**config.mk**
```make
export PLATFORM = sky130hd
export DESIGN_NAME = load_store_unit_flat
export DESIGN_NICKNAME = d
export VERILOG_FILES = /design/src/rtl/load_store_unit_if.sv /design/src/rtl/load_store_unit.sv /design/src/flat_wrapper.sv
export SDC_FILE = /design/constraint.sdc
export NUM_CORES = 1
export LEC_CHECK = 0
export ABC_AREA = 0
export BUFFER_PORTS_ARGS = -buffer_cell sky130_fd_sc_hd__buf_2
export CORE_MARGIN = 4
export CORE_UTILIZATION = 45
export CTS_BUF_LIST = sky130_fd_sc_hd__clkbuf_8 sky130_fd_sc_hd__clkbuf_16
export DETAILED_ROUTE_END_ITERATION = 7
export PLACE_DENSITY = 0.77
export SYNTH_ARGS = -nofsm -noshare
export SYNTH_HDL_FRONTEND = slang
export SYNTH_SLANG_ARGS = --single-unit
```
**constraint.sdc**
```tcl
create_clock -name clk -period 1.9 [get_ports clk]
set_input_delay 0.095 -clock clk [delete_from_list [all_inputs] [get_ports clk]]
set_output_delay 0.095 -clock clk [all_outputs]
set_load 0.01 [all_outputs]
```
**src/rtl/load_store_unit_if.sv**
```systemverilog
// Word-aligned memory bus between the load/store unit (master) and a data memory (slave).
// A request is held until the memory acknowledges it; read data is valid with the ack.
interface load_store_unit_if #(
  parameter int unsigned DWIDTH = 32
);
  logic              mem_req;
  logic              mem_we;
  logic [DWIDTH-1:0] mem_addr;
  logic [3:0]        mem_wstrb;
  logic [DWIDTH-1:0] mem_wdata;
  logic              mem_ack;
  logic [DWIDTH-1:0] mem_rdata;

  modport master (
    output mem_req, mem_we, mem_addr, mem_wstrb, mem_wdata,
    input  mem_ack, mem_rdata
  );

  modport slave (
    input  mem_req, mem_we, mem_addr, mem_wstrb, mem_wdata,
    output mem_ack, mem_rdata
  );
endinterface

```
**src/rtl/load_store_unit.sv**
```systemverilog
// RV32I load/store unit: byte-lane steering for stores, lane select and extension for loads.
// Define MISALIGN_TRAP_EN to reject misaligned half/word accesses instead of truncating the address.
module load_store_unit #(
  parameter int unsigned DWIDTH = 32
) (
  input  logic              clk,
  input  logic              rst_n,
  input  logic              start,
  input  logic              is_store,
  input  logic [2:0]        funct3,
  input  logic [DWIDTH-1:0] addr,
  input  logic [DWIDTH-1:0] wdata,
  output logic              busy,
  output logic              done,
  output logic              err,
  output logic [DWIDTH-1:0] load_data,
  load_store_unit_if.master mem
);

  typedef enum logic [1:0] {StIdle, StReq, StDone, StErr} state_e;

  state_e            state_q;
  logic [2:0]        f3_q;
  logic [1:0]        off_q;
  logic              legal;
  logic [3:0]        strb_d;
  logic [DWIDTH-1:0] wdata_d;
  logic [DWIDTH-1:0] rshift;
  logic [7:0]        byte_lane;
  logic [15:0]       half_lane;
  logic [DWIDTH-1:0] ld_ext;

  always_comb begin
    if (is_store) begin
      legal = funct3 inside {3'b000, 3'b001, 3'b010};
    end else begin
      legal = funct3 inside {3'b000, 3'b001, 3'b010, 3'b100, 3'b101};
    end
`ifdef MISALIGN_TRAP_EN
    // funct3[1:0] == 01 is any halfword, 10 is any word access
    if (funct3[1:0] == 2'b01 && addr[0]) legal = 1'b0;
    if (funct3[1:0] == 2'b10 && addr[1:0] != 2'b00) legal = 1'b0;
`endif
  end

  always_comb begin
    strb_d  = 4'b0000;
    wdata_d = '0;
    if (is_store) begin
      unique case (funct3[1:0])
        2'b00: begin
          strb_d  = 4'b0001 << addr[1:0];
          wdata_d = {4{wdata[7:0]}};
        end
        2'b01: begin
          strb_d  = addr[1] ? 4'b1100 : 4'b0011;
          wdata_d = {2{wdata[15:0]}};
        end
        default: begin
          strb_d  = 4'b1111;
          wdata_d = wdata;
        end
      endcase
    end
  end

  always_comb begin
    rshift    = mem.mem_rdata >> {off_q, 3'b000};
    byte_lane = rshift[7:0];
    half_lane = off_q[1] ? mem.mem_rdata[31:16] : mem.mem_rdata[15:0];
    unique case (f3_q)
      3'b000:  ld_ext = {{(DWIDTH-8){byte_lane[7]}}, byte_lane};
      3'b001:  ld_ext = {{(DWIDTH-16){half_lane[15]}}, half_lane};
      3'b100:  ld_ext = {{(DWIDTH-8){1'b0}}, byte_lane};
      3'b101:  ld_ext = {{(DWIDTH-16){1'b0}}, half_lane};
      default: ld_ext = mem.mem_rdata;
    endcase
  end

  always_ff @(posedge clk or negedge rst_n) begin
    if (!rst_n) begin
      state_q       <= StIdle;
      f3_q          <= 3'b000;
      off_q         <= 2'b00;
      busy          <= 1'b0;
      done          <= 1'b0;
      err           <= 1'b0;
      load_data     <= '0;
      mem.mem_req   <= 1'b0;
      mem.mem_we    <= 1'b0;
      mem.mem_addr  <= '0;
      mem.mem_wstrb <= 4'b0000;
      mem.mem_wdata <= '0;
    end else begin
      done <= 1'b0;
      err  <= 1'b0;
      unique case (state_q)
        StIdle: begin
          if (start) begin
            f3_q  <= funct3;
            off_q <= addr[1:0];
            if (legal) begin
              state_q       <= StReq;
              busy          <= 1'b1;
              mem.mem_req   <= 1'b1;
              mem.mem_we    <= is_store;
              mem.mem_addr  <= {addr[DWIDTH-1:2], 2'b00};
              mem.mem_wstrb <= strb_d;
              mem.mem_wdata <= wdata_d;
            end else begin
              state_q <= StErr;
              done    <= 1'b1;
              err     <= 1'b1;
            end
          end
        end
        StReq: begin
          if (mem.mem_ack) begin
            state_q     <= StDone;
            busy        <= 1'b0;
            done        <= 1'b1;
            mem.mem_req <= 1'b0;
            if (!mem.mem_we) load_data <= ld_ext;
          end
        end
        StDone:  state_q <= StIdle;
        StErr:   state_q <= StIdle;
        default: state_q <= StIdle;
      endcase
    end
  end

endmodule

```
**src/flat_wrapper.sv**
```systemverilog
// flat-port wrapper written by rule: the top's interface ports become plain ports
module load_store_unit_flat 
#(
  parameter int unsigned DWIDTH = 32
)
  (clk, rst_n, start, is_store, funct3, addr, wdata, busy, done, err, load_data, mem_mem_req, mem_mem_we, mem_mem_addr, mem_mem_wstrb, mem_mem_wdata, mem_mem_ack, mem_mem_rdata);
  load_store_unit_if #(.DWIDTH(DWIDTH)) mem_i ();
  input  logic clk;
  input  logic rst_n;
  input  logic start;
  input  logic is_store;
  input  logic [2:0] funct3;
  input  logic [DWIDTH-1:0] addr;
  input  logic [DWIDTH-1:0] wdata;
  output logic busy;
  output logic done;
  output logic err;
  output logic [DWIDTH-1:0] load_data;
  output wire logic [$bits(mem_i.mem_req)-1:0] mem_mem_req;
  output wire logic [$bits(mem_i.mem_we)-1:0] mem_mem_we;
  output wire logic [$bits(mem_i.mem_addr)-1:0] mem_mem_addr;
  output wire logic [$bits(mem_i.mem_wstrb)-1:0] mem_mem_wstrb;
  output wire logic [$bits(mem_i.mem_wdata)-1:0] mem_mem_wdata;
  input wire logic [$bits(mem_i.mem_ack)-1:0] mem_mem_ack;
  input wire logic [$bits(mem_i.mem_rdata)-1:0] mem_mem_rdata;
  assign mem_mem_req = mem_i.mem_req;
  assign mem_mem_we = mem_i.mem_we;
  assign mem_mem_addr = mem_i.mem_addr;
  assign mem_mem_wstrb = mem_i.mem_wstrb;
  assign mem_mem_wdata = mem_i.mem_wdata;
  assign mem_i.mem_ack = mem_mem_ack;
  assign mem_i.mem_rdata = mem_mem_rdata;
  load_store_unit #(.DWIDTH(DWIDTH)) u_core (.clk(clk), .rst_n(rst_n), .start(start), .is_store(is_store), .funct3(funct3), .addr(addr), .wdata(wdata), .busy(busy), .done(done), .err(err), .load_data(load_data), .mem(mem_i));
endmodule
```
==> results of run 1 <==
cell families (layout without fill, tap and decap cells):
kind of cell / Yosys count / count (layout)
simple gates: 260 / 260
compound gates: 133 / 133
flops: 109 / 109
buf+inv: 54 / 282
mux: 37 / 37
other cells: 1 / 2
stage by stage:
step / power (W) / hold WS [ns] / instance area (µm²) / worst slack [ns]
4_1_cts: 0.00950 / 0.000683 / 7070 / 0.197
5_1_grt: 0.0102 / 0.0256 / 7070 / 0.0998
3_5_place_dp: 0.00765 / 0.124 / 6480 / 0.200
3_3_place_gp: 0.00753 / 0.123 / 6480 / 0.288
6_report: 0.00945 / 0.0194 / 7070 / 0.192
2_1_floorplan: 0.00606 / -0.201 / 5330 / 0.354
layer usage:
layer,wire length [µm],track usage (%)
met1,6590,31.7
met2,7470,38.0
met3,1470,5.81
met4,428,10.3
met5,15,0
cell usage in the layout (no fill, tap or decap), types with 16 or more instances in the layout:
master	netlist	layout
o21ai_0	47	47
nand3_1	24	24
o211ai_1	16	16
dfrtp_1	109	109
mux2_2	20	20
dlygate4sd3_1	0	31
buf_2	10	205
nand2_1	193	193
a21oi_1	42	42
mux2i_1	17	17
state kept, by name, indices dropped and copies added (netlist names):
| signal | flops |
|---|---|
| u_core.mem.mem_wstrb | 4 |
| u_core.load_data | 32 |
| u_core.err | 1 |
| u_core.busy | 1 |
| u_core.off_q | 2 |
| u_core.mem.mem_addr | 30 |
| u_core.mem.mem_we | 1 |
| u_core.state_q | 2 |
| u_core.mem.mem_wdata | 32 |
| u_core.f3_q | 3 |
| u_core.done | 1 |
power groups by stage:
stage	registers (W)	logic, W	clock network, W
floorplan	0.00429	0.00177	0
global placement	0.00394	0.00359	0
detailed placement	0.00398	0.00367	0
CTS	0.00396	0.00372	0.00182
global route	0.00409	0.00416	0.00191
finish	0.00398	0.00371	0.00176
what timing repair did:
action / 4_1_cts / 5_1_grt
endpoints found under the setup margin: 0 / 0
hold buffers: 31 / 0
hold endpoints to repair: 69 / 0
critical path: stages (launching register included):
cell and delay (ns):
dfrtp_1 0.56, nand2b_4 0.36, mux2i_1 0.24, o22ai_1 0.10, a221o_1 0.32
final timing paths:
| kind | from | endpoint | slack [ns] |
|---|---|---|---|
| worst min register to register | u_core.mem.mem_wdata[11] | u_core.mem.mem_wdata[11] | 0.47 |
| max in group asynchronous | rst_n | u_core.mem.mem_wdata[11] | 1.01 |
| min in group asynchronous | rst_n | u_core.load_data[9] | 0.29 |
| worst max-delay path | u_core.f3_q[0] | u_core.load_data[6] | 0.19 |
| worst max register to register | u_core.f3_q[0] | u_core.load_data[6] | 0.19 |
| worst min-delay path | funct3[2] | u_core.f3_q[2] | 0.02 |
area by class of cell:
class	instances	area [µm²]
multi-input combinational	432	2320
timing repair buffer	254	1520
sequential	109	2730
inverter	12	45.0
fill	959	4440
clock buffer	10	239
tap	143	179
clock inverter	6	38.8
cells in the mapped netlist, drive strengths merged, types with 2 or more instances:
library cell and instances:
nand2 193, dfrtp 109, o21ai 54, a21oi 42
nand3 25, buf 23, mux2 20, clkbuf 19
mux2i 17, o211ai 16, nor2 14, inv 12
nor3b 8, a2bb2oi 5, a31oi 5, and2 5
nand2b 5, nor3 4, a21boi 3, a211oi 2
nor2b 2, o22ai 2
==> out/metrics.csv, run 1 <==
metric;value;unit
core-area;11500;µm²
diodes;0;
fin_util;61.4;%
first_pass_iters;6;
synth-seq-area-share;51.2;%
grt_pass1_wl;25.6;mm
numClockSinks;109;
cts_tree;built;
drt_iter0_markers;440;
switching_share;38.6;%
hold_path.class;input port to flop;
grt_max_degree;81;
min_period;1.71;ns
drv_cap;0;
setup_viol;0;
wire_per_inst;16.5;µm
finClkSkew;0.00352;ns
final_cells;966;
yosys_warnings;0;
slew_viol_final;0;
syn_to_final_growth;32.8;%
synthXorXnorAreaFrac;0;%
cp-end-kind;flop;
yosysTopAreaCell;dfrtp_1;
dieArea;13600;µm²
pin_count;209;
viasPerCell;5.42;
wl;16.0;mm
synth_compound_area_share;14.5;%
p_sw;0.00365;W
io_buffers;206;
finalCritPeriodShare;89.9;%
worst_slew_pin_slew;0.758;ns
startpoint_type;flop;
synth-seq-cells;109;
synth_area_leaders;dfrtp_1 51%, nand2_1 14%, o21ai_0 4.4%;
num_vias;5236;
grt_pass1_vias;5199;
synth_top_area_share;51.2;%
syn-instance-count;594;
syn_area;5330;µm²
drive_gt1_share;33.0;%
final_nets;922;
synth_top_family_by_area;simple AND/OR/NAND/NOR gates;
cts_resized;0;
sequentialPowerShare;42.1;%
post-cts-setup-buffer-count;0;
ys_async_sr_fraction;100;%
synth_edf_count;0;
die_h;117;µm
cp_data_arrival_time;1.94;ns
synthDistinctLibCells;44;
cp.required;2.13;ns
power.share.clock;18.6;%
post-dp-hpwl;11.2;mm
drcViolationCount;0;
relSlewSlack;49.4;%
rows;39;
rsz0062_at_grt;false;
p_leak;3.71;nW
setup_tns;0;ns
synth.avg_cell_area;8.96;µm²
synth_fa_ha_area_share;0;%
detail-route-antenna-nets;0;
initial_core_util;46.2;%
path_clk_slew;0.07;ns
final_hold_viol_count;0;
hold_depth;3;
cts-root-buf;clkbuf_16;
numCtsBuffers;9;
die_w;117;µm
path_max_fanout;21;
p_int;0.00581;W
status;complete, no violations;
synth_mux_area_share;7.42;%
cts_htree_levels;3;
yosys.area_share.simple;21.5;%
cts.path.max_buffers;2;
critPathKind;flop to flop;
grt-ovfl-total;0;
max-vdd-ir-drop;0.661;mV
grt_usage;24.0;%
fmax;586;MHz
gp_congestion;0.963;
reg2reg_depth;4;
clk_latency;0.34;ns
p_comb_share;39.3;%
power.density;1340;nW/µm²
ys.flop_type;dfrtp_1;
antenna_found_initial;1;
placedCellCount;919;
(Power assumes the default switching activity.)
==> inputs of run 2 (changes only) <==
--- a/config.mk
+++ b/config.mk
@@ -9,7 +9,6 @@
 export BUFFER_PORTS_ARGS = -buffer_cell sky130_fd_sc_hd__buf_2
 export CORE_MARGIN = 4
 export CORE_UTILIZATION = 45
-export CTS_BUF_LIST = sky130_fd_sc_hd__clkbuf_8 sky130_fd_sc_hd__clkbuf_16
 export DETAILED_ROUTE_END_ITERATION = 7
 export PLACE_DENSITY = 0.77
 export SYNTH_ARGS = -nofsm -noshare
==> run 2 against run 1 <==
Against the previous run:
- sequential cell count stayed put
- via count is 0.29% lower
- global-route usage stayed put
- clock skew is 0.00078 ns higher
- die area stayed put
- highest routed layer unchanged
- sequential share of layout area stayed put
==> out/metrics.csv, run 2 (same netlist as run 1, synthesis figures left out) <==
metric;value;unit
grt_max_degree;81;
critPathKind;flop to flop;
reg2reg_depth;4;
fmax;583;MHz
numClockSinks;109;
critPathSlowestCell;dfrtp_1;
max-vdd-ir-drop;0.661;mV
setup_viol;0;
relSlewSlack;49.4;%
viasPerCell;5.40;
fin_util;61.4;%
die_w;117;µm
diodes;0;
hold_path.class;input port to flop;
rsz0062_at_grt;false;
path_max_fanout;21;
drcViolationCount;0;
core-area;11500;µm²
most-common-layout-cells;205 x buf_2, 193 x nand2_1, 109 x dfrtp_1;
n_fill_cell;959;
clk_latency;0.34;ns
setup_tns;0;ns
dieArea;13600;µm²
crit_chain;nand2b_4 -> mux2i_1 -> o22ai_1 -> a221o_1;
p_leak;3.71;nW
worstHoldStart;funct3[2];
detail-route-antenna-nets;0;
r2r-start;u_core.f3_q[0];
final_hold_viol_count;0;
io_buffers;206;
reg2reg_slack;0.18;ns
final_common_cell;buf_2;
post-dp-hpwl;11.2;mm
finalCritPeriodShare;90.3;%
worst_slack;0.185;ns
grt-ovfl-total;0;
antenna_found_initial;1;
top_regs;u_core.load_data (32), u_core.mem.mem_wdata (32), u_core.mem.mem_addr (30);
min_period;1.72;ns
whs;0.0187;ns
first_pass_iters;5;
drt_iter0_markers;440;
wire_per_inst;16.5;µm
status;complete, no violations;
syn_to_final_growth;32.8;%
grt_usage;24.0;%
drive_gt1_share;33.0;%
pre_cts_slack;0.200;ns
rows;39;
finClkSkew;0.00430;ns
die_h;117;µm
path_buf_inv;0;
power.density;1340;nW/µm²
num_vias;5221;
hold_depth;3;
grt_pass1_wl;25.6;mm
cts-root-buf;clkbuf_16;
cts_htree_levels;3;
hold_path_end;u_core.f3_q[2];
worst_slew_pin_slew;0.759;ns
path_delay_family;flip-flops;
worstReg2RegEnd;u_core.load_data[6];
cp.required;2.13;ns
cts.path.max_buffers;2;
grt_pass1_vias;5199;
startpoint_type;flop;
final_nets;922;
initial_core_util;46.2;%
slowest_delay;0.56;ns
cts_resized;0;
pin_count;209;
slew_viol_final;0;
cp-end-kind;flop;
numCtsBuffers;9;
drv_cap;0;
wl;16.0;mm
path_clk_slew;0.07;ns
cts_tree;built;
gp_congestion;0.963;
cp_data_arrival_time;1.94;ns
[run 2: cell types whose count changed in the layout (fill, tap and decap cells not counted)]
cell	previous run	this run
inv_1	13	12
clkbuf_1	0	1
[run 2: report_power, final]
| group | total [W] | switching [W] | internal [W] |
|---|---|---|---|
| clock network | 0.00176 | 0.000829 | 0.000928 |
| registers | 0.00398 | 0.000710 | 0.00327 |
| logic | 0.00371 | 0.00210 | 0.00161 |
[run 2: through the flow]
stage	total power, W	cell area [µm²]	instances
4_1_cts	0.00950	7070	966
2_1_floorplan	0.00606	5330	595
5_1_grt	0.0102	7070	966
3_5_place_dp	0.00765	6480	919
6_report	0.00945	7070	966
3_3_place_gp	0.00753	6480	919
[run 2: tightest hold or removal path, cell delays in order]
cell and delay, ns:
buf_2 0.11, nand2_1 0.05, o21ai_0 0.06
[run 2: how the worst max path moves through the flow]
stage                                 start                   end  slack, ns  cells past startpoint
after CTS                    u_core.f3_q[0]   u_core.load_data[6]       0.20                      4
after floorplan           u_core.mem.mem_we  u_core.load_data[15]       0.35                      5
final                        u_core.f3_q[0]   u_core.load_data[6]       0.18                      4
after global routing         u_core.f3_q[0]   u_core.load_data[6]        0.1                      4
after detailed placement     u_core.f3_q[0]   u_core.load_data[6]       0.20                      4
after global placement       u_core.f3_q[0]   u_core.load_data[6]       0.29                      4
[run 2: cell type report]
class	count	area (µm²)	share of cell area, %
clock buffer	11	243	3.43
timing repair buffer	254	1520	21.5
clock inverter	5	35.0	0.495
inverter	12	45.0	0.637
multi-input combinational	432	2320	32.8
tap	143	179	2.53
sequential	109	2730	38.6
[run 2: routing by layer]
layer  track usage, %  up-vias  wire length, µm
met2             38.0      260             7490
li1                 -     2443                -
met5                0        -               15
met4             10.3        2              393
met1             31.7     2488             6560
met3             5.81       28             1510
[run 2: timing repair]
action                    CTS  global route
setup buffers               0             0
hold buffers               31             0
hold endpoints to repair   69             0
==> inputs of run 3 (changes only) <==
--- a/config.mk
+++ b/config.mk
@@ -7,8 +7,10 @@
 export LEC_CHECK = 0
 export ABC_AREA = 0
 export BUFFER_PORTS_ARGS = -buffer_cell sky130_fd_sc_hd__buf_2
+export CORE_ASPECT_RATIO = 1.5
 export CORE_MARGIN = 4
 export CORE_UTILIZATION = 45
+export CTS_BUF_LIST = sky130_fd_sc_hd__clkbuf_8
 export DETAILED_ROUTE_END_ITERATION = 7
 export PLACE_DENSITY = 0.77
 export SYNTH_ARGS = -nofsm -noshare
==> run 3 against run 2 <==
Against the previous run:
- clock-buffer cell count down 2
- total power is 4.7% lower
- clock power is 25% lower
- worst hold slack worse by 0.0040 ns
- non-clock buffer count increased by 11
- via count increased by 0.57%
- critical path depth unchanged
- combinational power up 2%
- cell area barely moved
- largest power group unchanged
- die area rose by 0.27%
==> out/metrics.csv, run 3 (same netlist as run 1, synthesis figures left out) <==
metric;value;unit
num_vias;5251;
cp.required;2.15;ns
post-dp-hpwl;11.7;mm
drt_iter0_markers;222;
cts.path.max_buffers;2;
path_clk_slew;0.11;ns
path_delay_family;flip-flops;
top_regs;u_core.load_data (32), u_core.mem.mem_wdata (32), u_core.mem.mem_addr (30);
status;complete, no violations;
numClockSinks;109;
syn_to_final_growth;32.8;%
drive_gt1_share;32.6;%
core-area;11500;µm²
startpoint_type;flop;
cts_htree_levels;3;
worstHoldStart;wdata[1];
numCtsBuffers;9;
cp-end-kind;flop;
rsz0062_at_grt;false;
path_max_fanout;21;
slew_viol_final;0;
n_fill_cell;1009;
pin_count;209;
initial_core_util;46.2;%
setup_viol;0;
most-common-layout-cells;205 x buf_2, 193 x nand2_1, 109 x dfrtp_1;
critPathKind;flop to flop;
gp_congestion;0.937;
r2r-start;u_core.f3_q[0];
rows;48;
worst_slew_pin_slew;0.621;ns
setup_tns;0;ns
first_pass_iters;4;
post-cts-setup-buffer-count;0;
grt-ovfl-total;0;
dieArea;13700;µm²
finClkSkew;0.0116;ns
cp_data_arrival_time;2.03;ns
grt_usage;24.0;%
cts-root-buf;clkbuf_8;
antenna_found_initial;0;
power.density;1270;nW/µm²
viasPerCell;5.34;
path_buf_inv;0;
clk_latency;0.37;ns
final_common_cell;buf_2;
drv_cap;0;
relSlewSlack;58.4;%
final_nets;933;
hold_path.class;input port to flop;
io_buffers;206;
final_cell_area;7070;µm²
critPathSlowestCell;dfrtp_1;
diodes;0;
grt_max_degree;53;
crit_chain;nand2b_4 -> mux2i_1 -> o22ai_1 -> a221o_1;
cts_tree;built;
p_leak;3.70;nW
die_h;141;µm
min_period;1.78;ns
max-vdd-ir-drop;0.720;mV
finalCritPeriodShare;93.7;%
final_hold_viol_count;0;
slowest_delay;0.60;ns
wl;16.3;mm
drcViolationCount;0;
grt_pass1_vias;5415;
grt_pass1_wl;26.8;mm
placed_area;6470;µm²
detail-route-antenna-nets;0;
startpoint;u_core.f3_q[0];
wire_per_inst;16.6;µm
die_w;96.8;µm
fmax;562;MHz
[run 3: metrics by stage]
stage,setup slack [ns],total power [W],std cells,hold WS [ns],utilization [%]
after CTS,0.150,0.00908,984,0.00143,61.3
after floorplan,0.354,0.00606,595,-0.201,-
final,0.120,0.00901,984,0.0147,61.3
after global placement,0.239,0.00753,926,0.0451,56.1
after detailed placement,0.163,0.00768,926,0.0493,56.1
after global routing,0.00969,0.00970,984,0.00498,61.3
[run 3: final cells by class]
| cell class | count | area, µm² | share of cell area, % |
|---|---|---|---|
| multi-input cells | 432 | 2320 | 32.8 |
| well taps | 150 | 188 | 2.65 |
| flip-flops and latches | 109 | 2730 | 38.6 |
| repair buffers | 265 | 1610 | 22.7 |
| clock buffers | 9 | 124 | 1.75 |
| inverters | 12 | 45.0 | 0.637 |
| clock inverters | 7 | 56.3 | 0.796 |
[run 3: worst min-delay path, cell delays in order]
cell and delay [ns]:
buf_2 0.13, nand2_1 0.06, o21ai_0 0.07
[run 3: power breakdown]
| group | leakage, nW | switching [W] | internal [W] |
|---|---|---|---|
| clock | 0.0960 | 0.000821 | 0.000495 |
| sequential | 1.35 | 0.000649 | 0.00327 |
| combinational | 2.26 | 0.00217 | 0.00161 |
| total | 3.70 | 0.00364 | 0.00537 |
[run 3: what timing repair did]
item / in CTS / in global routing
resized for setup: 0 / 0
hold buffers: 42 / 0
hold endpoints to repair: 66 / 0
[run 3: path summary, 6_finish.rpt]
path,to,slack [ns],cells past startpoint
worst max-delay path,u_core.load_data[6],0.12,4
worst min-delay path,u_core.mem.mem_wdata[1],0.01,3
worst max register to register,u_core.load_data[6],0.12,4
worst min register to register,u_core.mem.mem_wdata[13],0.47,2
max in group asynchronous,u_core.load_data[31],1.09,3
min in group asynchronous,u_core.mem.mem_wdata[6],0.18,2
[run 3: routing by layer]
layer  share of wire (%)  global-route usage (%)  vias up
met5                   0                       0        -
met4                 3.0                    9.02        0
met3                 9.0                    6.68       35
met2                  51                    42.4      274
met1                  37                    27.6     2486
li1                    -                       -     2456
